<file path="src/rtl/freq_result_filter.sv">
`default_nettype none
// ============================================================================
// Module      : freq_result_filter
// Description : Averages 2^AVG_LOG2 frequency-count samples. Tracks the
//               unsigned min/max of accepted samples. Flags out-of-range
//               averages and overwritten unread results. Holds the published
//               average behind a valid/ack handshake.
// Options     : FREQ_FILT_ROUND_EN - round half up before the shift
//               (otherwise truncate)
// Revision    : 1.0 - initial release
// ============================================================================
module freq_result_filter #(
  parameter int          DATA_W   = 32,
  parameter int          AVG_LOG2 = 3,
  parameter int unsigned LO_LIMIT = 0,
  parameter int unsigned HI_LIMIT = 100000000
) (
  input  logic              clk100,
  input  logic              reset,
  input  logic [DATA_W-1:0] meas_count,
  input  logic              meas_valid,
  input  logic              clear_stats,
  input  logic              rd_ack,
  output logic [DATA_W-1:0] avg_out,
  output logic [DATA_W-1:0] min_out,
  output logic [DATA_W-1:0] max_out,
  output logic              result_valid,
  output logic              overrun,
  output logic              range_err
);

  localparam int                ACC_W   = DATA_W + AVG_LOG2;
  localparam int                N_W     = AVG_LOG2 + 1;
  localparam logic [N_W-1:0]    C_N_ONE = N_W'(1);
  localparam logic [N_W-1:0]    C_WIN   = C_N_ONE << AVG_LOG2;
  localparam logic [DATA_W-1:0] C_LO    = DATA_W'(LO_LIMIT);
  localparam logic [DATA_W-1:0] C_HI    = DATA_W'(HI_LIMIT);

  typedef enum logic [0:0] {
    S_ACCUM   = 1'b0,
    S_PUBLISH = 1'b1
  } state_t;

  state_t            state_q, state_d;
  logic [ACC_W-1:0]  acc_q, acc_d;
  logic [N_W-1:0]    n_q, n_d;
  logic [DATA_W-1:0] avg_q, avg_d;
  logic [DATA_W-1:0] min_q, min_d;
  logic [DATA_W-1:0] max_q, max_d;
  logic              rv_q, rv_d;
  logic              ovr_q, ovr_d;
  logic              rerr_q, rerr_d;

  logic [ACC_W-1:0]  w_bias;
  logic [ACC_W-1:0]  w_sum;
  logic [DATA_W-1:0] w_avg;
  logic              w_below;
  logic              w_above;
  logic              w_pub;
  logic [ACC_W-1:0]  w_acc_base;
  logic [N_W-1:0]    w_n_base;
  logic [N_W-1:0]    w_n_inc;

`ifdef FREQ_FILT_ROUND_EN
  // Half an LSB of the averaged result; meaningless for a 1-sample window
  if (AVG_LOG2 > 0) begin : g_round
    assign w_bias = ACC_W'(1) << (AVG_LOG2 - 1);
  end else begin : g_no_round
    assign w_bias = '0;
  end
`else
  assign w_bias = '0;
`endif

  // The biased sum still fits ACC_W bits: the worst-case window sum
  // leaves 2^AVG_LOG2-1 of headroom.
  assign w_sum = acc_q + w_bias;
  assign w_avg = DATA_W'(w_sum >> AVG_LOG2);

  // A leading 1 on both sides keeps the ordering unchanged and avoids
  // comparing against a constant zero when LO_LIMIT is 0.
  assign w_below = {1'b1, w_avg} < {1'b1, C_LO};
  assign w_above = {1'b1, w_avg} > {1'b1, C_HI};

  // The publish cycle restarts the window. A sample arriving in that
  // cycle becomes sample 1 of the next window.
  assign w_pub      = (state_q == S_PUBLISH);
  assign w_acc_base = w_pub ? '0 : acc_q;
  assign w_n_base   = w_pub ? '0 : n_q;
  assign w_n_inc    = w_n_base + C_N_ONE;

  // Next-state logic: accumulate, publish, handshake and statistics clear
  always_comb begin
    state_d = state_q;
    acc_d   = acc_q;
    n_d     = n_q;
    avg_d   = avg_q;
    min_d   = min_q;
    max_d   = max_q;
    rv_d    = rv_q;
    ovr_d   = ovr_q;
    rerr_d  = rerr_q;

    if (rd_ack && rv_q) begin
      rv_d = 1'b0;
    end

    if (clear_stats) begin
      // Discard the current window and any pending publish; keep the result
      state_d = S_ACCUM;
      acc_d   = '0;
      n_d     = '0;
      min_d   = '1;
      max_d   = '0;
      ovr_d   = 1'b0;
      rerr_d  = 1'b0;
    end else begin
      state_d = S_ACCUM;
      acc_d   = w_acc_base;
      n_d     = w_n_base;
      if (w_pub) begin
        avg_d = w_avg;
        rv_d  = 1'b1;
        if (rv_q && !rd_ack) begin
          ovr_d = 1'b1;
        end
        if (w_below || w_above) begin
          rerr_d = 1'b1;
        end
      end
      if (meas_valid) begin
        acc_d = w_acc_base + ACC_W'(meas_count);
        if (meas_count < min_q) begin
          min_d = meas_count;
        end
        if (meas_count > max_q) begin
          max_d = meas_count;
        end
        if (w_n_inc == C_WIN) begin
          state_d = S_PUBLISH;
          n_d     = '0;
        end else begin
          n_d = w_n_inc;
        end
      end
    end
  end

  // State and result registers with asynchronous reset
  always_ff @(posedge clk100 or posedge reset) begin
    if (reset) begin
      state_q <= S_ACCUM;
      acc_q   <= '0;
      n_q     <= '0;
      avg_q   <= '0;
      min_q   <= '1;
      max_q   <= '0;
      rv_q    <= 1'b0;
      ovr_q   <= 1'b0;
      rerr_q  <= 1'b0;
    end else begin
      state_q <= state_d;
      acc_q   <= acc_d;
      n_q     <= n_d;
      avg_q   <= avg_d;
      min_q   <= min_d;
      max_q   <= max_d;
      rv_q    <= rv_d;
      ovr_q   <= ovr_d;
      rerr_q  <= rerr_d;
    end
  end

  assign avg_out      = avg_q;
  assign min_out      = min_q;
  assign max_out      = max_q;
  assign result_valid = rv_q;
  assign overrun      = ovr_q;
  assign range_err    = rerr_q;

endmodule
`default_nettype wire

</file>
<file path="config.mk">
export PLATFORM = sky130hd
export DESIGN_NAME = freq_result_filter
export DESIGN_NICKNAME = d
export VERILOG_FILES = /design/src/rtl/freq_result_filter.sv
export SDC_FILE = /design/constraint.sdc
export NUM_CORES = 1
export LEC_CHECK = 0
export CAP_MARGIN = 25
export CELL_PAD_IN_SITES_DETAIL_PLACEMENT = 2
export CELL_PAD_IN_SITES_GLOBAL_PLACEMENT = 2
export CORE_MARGIN = 2
export CORE_UTILIZATION = 37
export DETAILED_ROUTE_END_ITERATION = 12
export PLACE_DENSITY = 0.84
export SYNTH_ARGS = -nofsm -noshare
export SYNTH_HDL_FRONTEND = slang
export SYNTH_SLANG_ARGS = --single-unit
</file>
<file path="constraint.sdc">
create_clock -name clk100 -period 9.01 [get_ports clk100]
set_clock_uncertainty 0.2 [all_clocks]
set_input_delay 1.802 -clock clk100 [delete_from_list [all_inputs] [get_ports clk100]]
set_output_delay 1.802 -clock clk100 [all_outputs]
set_load 0.01 [all_outputs]
</file>
# Word level (Yosys, flattened, before mapping)
# Cells that the tools add are included.
[totals]
register_bits = 139
in_bits = 37
out_inout_bits = 99
word_cells = 55
[op_classes]
add_sub_neg = 2
magnitude_cmp = 3
eq_ne = 1
muxes = 25
bitwise_logic = 1
n_reduce_logical = 14
[op_table]
columns = ["operator", "count"]
rows = [
  ["two-way mux 32 bit", 6],
  ["two-way mux 35 bit", 3],
  ["adder 35 x 32 -> 35 bit", 1],
  ["greater-than comparator 33 bit, second input constant", 1],
  ["greater-than comparator 32 bit", 1],
  ["< comparator 32 bit", 1],
  ["two-way mux 4 bit", 4],
  ["two-way mux 1 bit", 12],
  ["nonzero test 2 bit", 6],
  ["AND reduction 2 bit", 5],
  ["adder 4 x 1 -> 4 bit, second input constant", 1],
  ["== test 4 bit, second input constant", 1],
  ["logical AND 1 bit", 2],
  ["logical NOT 1 bit", 1],
  ["NOT 1 bit", 1],
]

# Longest topological paths before layout
[depth]
depth_word = 6
ltp_mapped = 16
mapped_depth_nobuf = 13

# Least setup slack after synthesis
# OpenSTA, ideal clock, no wires.
[synth_path]
kind = "input to register"
startpoint = "input meas_count[0]"
endpoint = "register acc_q[32]"
setup_time_ps = 67
arrival_ps = 4204
t_required_ps = 8743
setup_slack_ps = 4540
cell_stages = 12
path_buffers = 0
cell_sequence = "ha_1 -> inv_1 -> fa_1 -> a21bo_2 -> a21oi_1 -> o21bai_1 -> a31oi_2 -> a211oi_2 -> o31ai_2 -> o31a_1 -> or4_1 -> nand2_1"
[synth_between]
elab_chain_len = 3
[synth_lines]
columns = ["element", "line", "text"]
rows = [
  ["from (decl)", "20", "input logic [DATA_W-1:0] meas_count,"],
  ["adder 35 x 32 -> 35 bit", "132", "acc_d = w_acc_base + ACC_W'(meas_count);"],
  ["two-way mux 35 bit", "131", "if (meas_valid) begin"],
  ["two-way mux 35 bit", "108", "if (clear_stats) begin"],
  ["named net acc_d[32]", "45", "logic [ACC_W-1:0] acc_q, acc_d;"],
  ["to (signal assigned)", "153", "acc_q <= '0;"],
  ["to (signal assigned)", "163", "acc_q <= acc_d;"],
  ["to (decl)", "45", ""],
]
# The timed path passes the listed nets, and every way through them passes these cells.
# A chain may end at the register's enable or synchronous reset.

# Final worst setup path
[layout_path]
startpoint = "input meas_count[6]"
endpoint = "register min_q[15], in the netlist min_out[15]"
[layout_between]
elab_chain_len = 3
[layout_lines]
columns = ["element", "line", "text"]
rows = [
  ["< comparator 32 bit", "133", "if (meas_count < min_q) begin"],
  ["nonzero test 2 bit (no line)", "n/a", ""],
  ["AND reduction 2 bit (no line)", "n/a", ""],
  ["to (signal assigned)", "166", "min_q <= min_d;"],
  ["to (decl)", "48", "logic [DATA_W-1:0] min_q, min_d;"],
]
# Every way passes these cells.

==> implementation parameters <==
Parameter                              Value

Outcome
  Status    finished, final reports clean

GRT
  Global routing usage summed across all routing layers    0.262
  Wire length of the first global-routing pass    54.0 mm
  Largest net degree at the start of global routing    84
  Layer with the highest usage    met2
  Met2 usage in global routing    0.436
  Via count of the first global-routing pass    9,425
  GR Layer Usage met1    0.357
  Grt total ovfl    0
  Number of antenna violations at the first check in global routing    0
  Met3 GRT Util    0.0323

Critical path
  Kind of critical path    input pin to flop
  Critical Path Source    meas_count[6]
  Req. time, crit path    just over 9 ns
  Type of origin of the critical path    input pin
  Worst Path Buf+Inv    2
  CP endpoint kind    flop
  Crit path max-delay family    compound AO/OA/AOI/OAI gates
  Worst R2R Start    min_out[1]
  Critical-path cell with the highest stage delay    clkdlybuf4s50_1
  Arrival time of the worst setup path    5.81 ns
  Maximum single-stage delay on the critical path    0.98 ns
  Crit-path cells    clkdlybuf4s50_1 > ha_1 > o21ai_0 > a211oi_1 > o31a_1 > a311oi_1 > a211oi_1 > o31ai_4 > buf_4 > a21oi_1 > o21ai_0
  CP Depth    11
  Worst-case reg-to-reg path depth    11
  Max Fanout on Critical Path    40

CTS
  Num Clock Sinks    139
  Number of H-tree levels    4
  CTS tree    yes
  Number of buffers inserted during clock tree synthesis    17
  Resize count post-CTS    0
  Clock insertion delay at the later pin of the skew report    roughly 0.44 ns
  Clock-pin slew reported for the worst setup and hold paths after clock tree synthesis    about 0.070 ns
  Post-CTS setup-driven buffer insertion count    0
  Cts hold-fix bufs    0
  Max Root-Sink Buffers    2
  Clk root buf    clkbuf_16

STA
  Min Clock Period, post-route    5.69 ns
  Worst-case hold slack    0.312 ns
  Total count of hold-check failures in the final report    0
  Total Negative Setup Slacks    0 ns
  Highest clock rate    between 150 and 200 MHz
  RSZ-0062 raised after global routing    no
  Number of slew-limit violations in the final report    0
  Pin slew with the least headroom to its limit    roughly 0.99 ns
  Final clock period utilization by the worst path    0.632
  Worst max-slew margin expressed relative to the limit    0.335
  Endpoints failing setup    0

Logic synthesis
  Synthesized flop and latch total    139
  Number of warning messages in the yosys log    0
  Average size of a mapped cell    9.03 µm²
  Post-synthesis net count    ~1,200
  Count of distinct cell types in the synthesized netlist    ~70
  Share of synthesized flip-flops with an asynchronous set or reset    1.00
  Number of synthesized flops with an enable pin    0
  Top cells by area in the synthesized netlist    dfrtp_1 29%, ha_1 12%, dfstp_2 9.0%, a21oi_1 5.0%, nand2_1 5.0%
  Share of the synthesized area in the top cell type    0.286
  Primary flip-flop cell chosen by synthesis mapping    dfrtp_1
  Netlist area before placement    slightly above 0.009 mm²
  Gate count after technology mapping    roughly 1,000
  Post-synthesis cell type with the largest combined area    dfrtp_1
  Post-synthesis sequential area ratio    0.376

Floorplan
  Die boundary width    about 160 µm
  # rows    58
  Initial standard-cell utilization of the core    0.375
  Boundary Pins    ~140
  Height of the chip    163 µm
  Core Area    0.0250 mm²
  Die area    ~0.027 mm²

Route
  Vias    8,387
  Final WL    ~33 mm
  Detailed Route Iter0 Violations    about 480
  Detail-routed net length per standard cell    around 22 µm
  Number of routed nets with antenna violations    0
  Iteration count of the initial detailed-routing pass    7
  Number of vias per cell after detailed routing    roughly 5.6
  Remaining DRCs    0

Worst hold path
  Min-delay worst type    flop to flop
  Launch instance of the worst min-delay path    avg_out[25]
  Hold Path Cell Cnt    1

Finish
  Most common cell after layout, fill and taps aside    clkdlybuf4s50_1
  Commonest cells after routing, fill and taps aside    134 x clkdlybuf4s50_1, 124 x nand2_1, 107 x dfrtp_1
  Antenna diode count    0
  Fin util    0.467
  Syn-to-layout area delta    24.5%
  Layout cell share with drive strength beyond 1    0.109
  Total number of nets in the final design    between 1,000 and 1,500

Placed design
  Sum of net half-perimeters after detailed placement    about 23 mm
  Count of buffers inserted at the top-level ports    about 140
  Final weighted congestion in routability-driven placement    around 0.83

Power
  Internal power of the cells    1.45 mW
  Worst-case vdd ir drop    about 120 µV
  Sw Ratio    0.351
  Power density over cell area    just under 200 mW/mm²
  Leakage    ~5.4 nW
  Share of power burned in registers    0.347
  Combinational power share    0.308
  Switching power    just under 0.8 mW
  Clock network fraction of design power    0.345

Flow run
  Reported max-cap violation count    0
[flip-flops by register name (all words and copies together) (netlist names), 4 cells and up]
name / flops
max_out: 32
avg_out: 32
min_out: 32
n_q: 4
acc_q: 35
[cells in the mapped netlist, types with 7 or more instances]
master    number
xor2_1        14
a21oi_1       93
o21bai_1       7
dfstp_2       32
o21ai_1       14
o211ai_1      10
nor2b_1       43
nor3_1        10
o21a_1         9
dfrtp_1      107
clkbuf_1      40
nor2_1        42
a21o_1        30
buf_2          8
mux2i_1       34
mux2_2        32
o21ai_0       69
nand4_1       21
nand3_1       10
xnor2_1       18
ha_1          89
nand2_1      124
inv_1         81
[layout make-up]
type | count | area [µm²]
timing repair buffer | 145 | 1420
multi-input combinational | 765 | 5360
inverter | 82 | 313
tap | 330 | 413
fill | 2722 | 13300
clock inverter | 12 | 160
clock buffer | 20 | 467
sequential | 139 | 3520
[kinds of logic after synthesis]
| logic type | synth area share |
|---|---|
| xor gates and xnor gates | 0.0300 |
| AOI/OAI and AO/OA | 0.195 |
| buffers and inverters | 0.0540 |
| adders and majority gates | 0.125 |
| DFF | 0.376 |
| and+or+nand+nor | 0.145 |
| muxes | 0.0749 |
[worst paths after layout]
check	endpoint	slack, ns
setup / recovery	min_out[15]	3.32
hold reg to reg	avg_out[25]	0.31
min in group asynchronous	max_out[25]	1.68
hold / removal	avg_out[25]	0.31
max in group asynchronous	acc_q[32]	5.63
setup reg to reg	min_out[15]	5.11
[metal layers]
| metal | routed length [µm] | share of wire | vias to the layer above |
|---|---|---|---|
| li1 | - | - | 3895 |
| met1 | 15400 | 0.46 | 4279 |
| met2 | 16000 | 0.48 | 171 |
| met3 | 1170 | 0.035 | 42 |
| met4 | 647 | 0.020 | 0 |
| met5 | 0 | 0 | - |
[per-stage QoR]
step	power (mW)	instance area [µm²]	setup slack, ns	instances
CTS	2.25	11600	3.41	1493
detailed placement	1.45	11000	3.15	1461
global placement	1.42	11000	3.28	1461
floorplan	1.19	9350	3.34	1036
finish	2.24	11600	3.32	1493
global route	2.36	11600	3.03	1493
[power by group through the flow]
stage,registers [mW],clock network [mW],logic [mW]
floorplan,0.770,0,0.416
global route,0.786,0.802,0.773
CTS,0.777,0.785,0.691
detailed placement,0.786,0,0.666
finish,0.777,0.773,0.690
global placement,0.781,0,0.638
(Power assumes the default switching activity.)
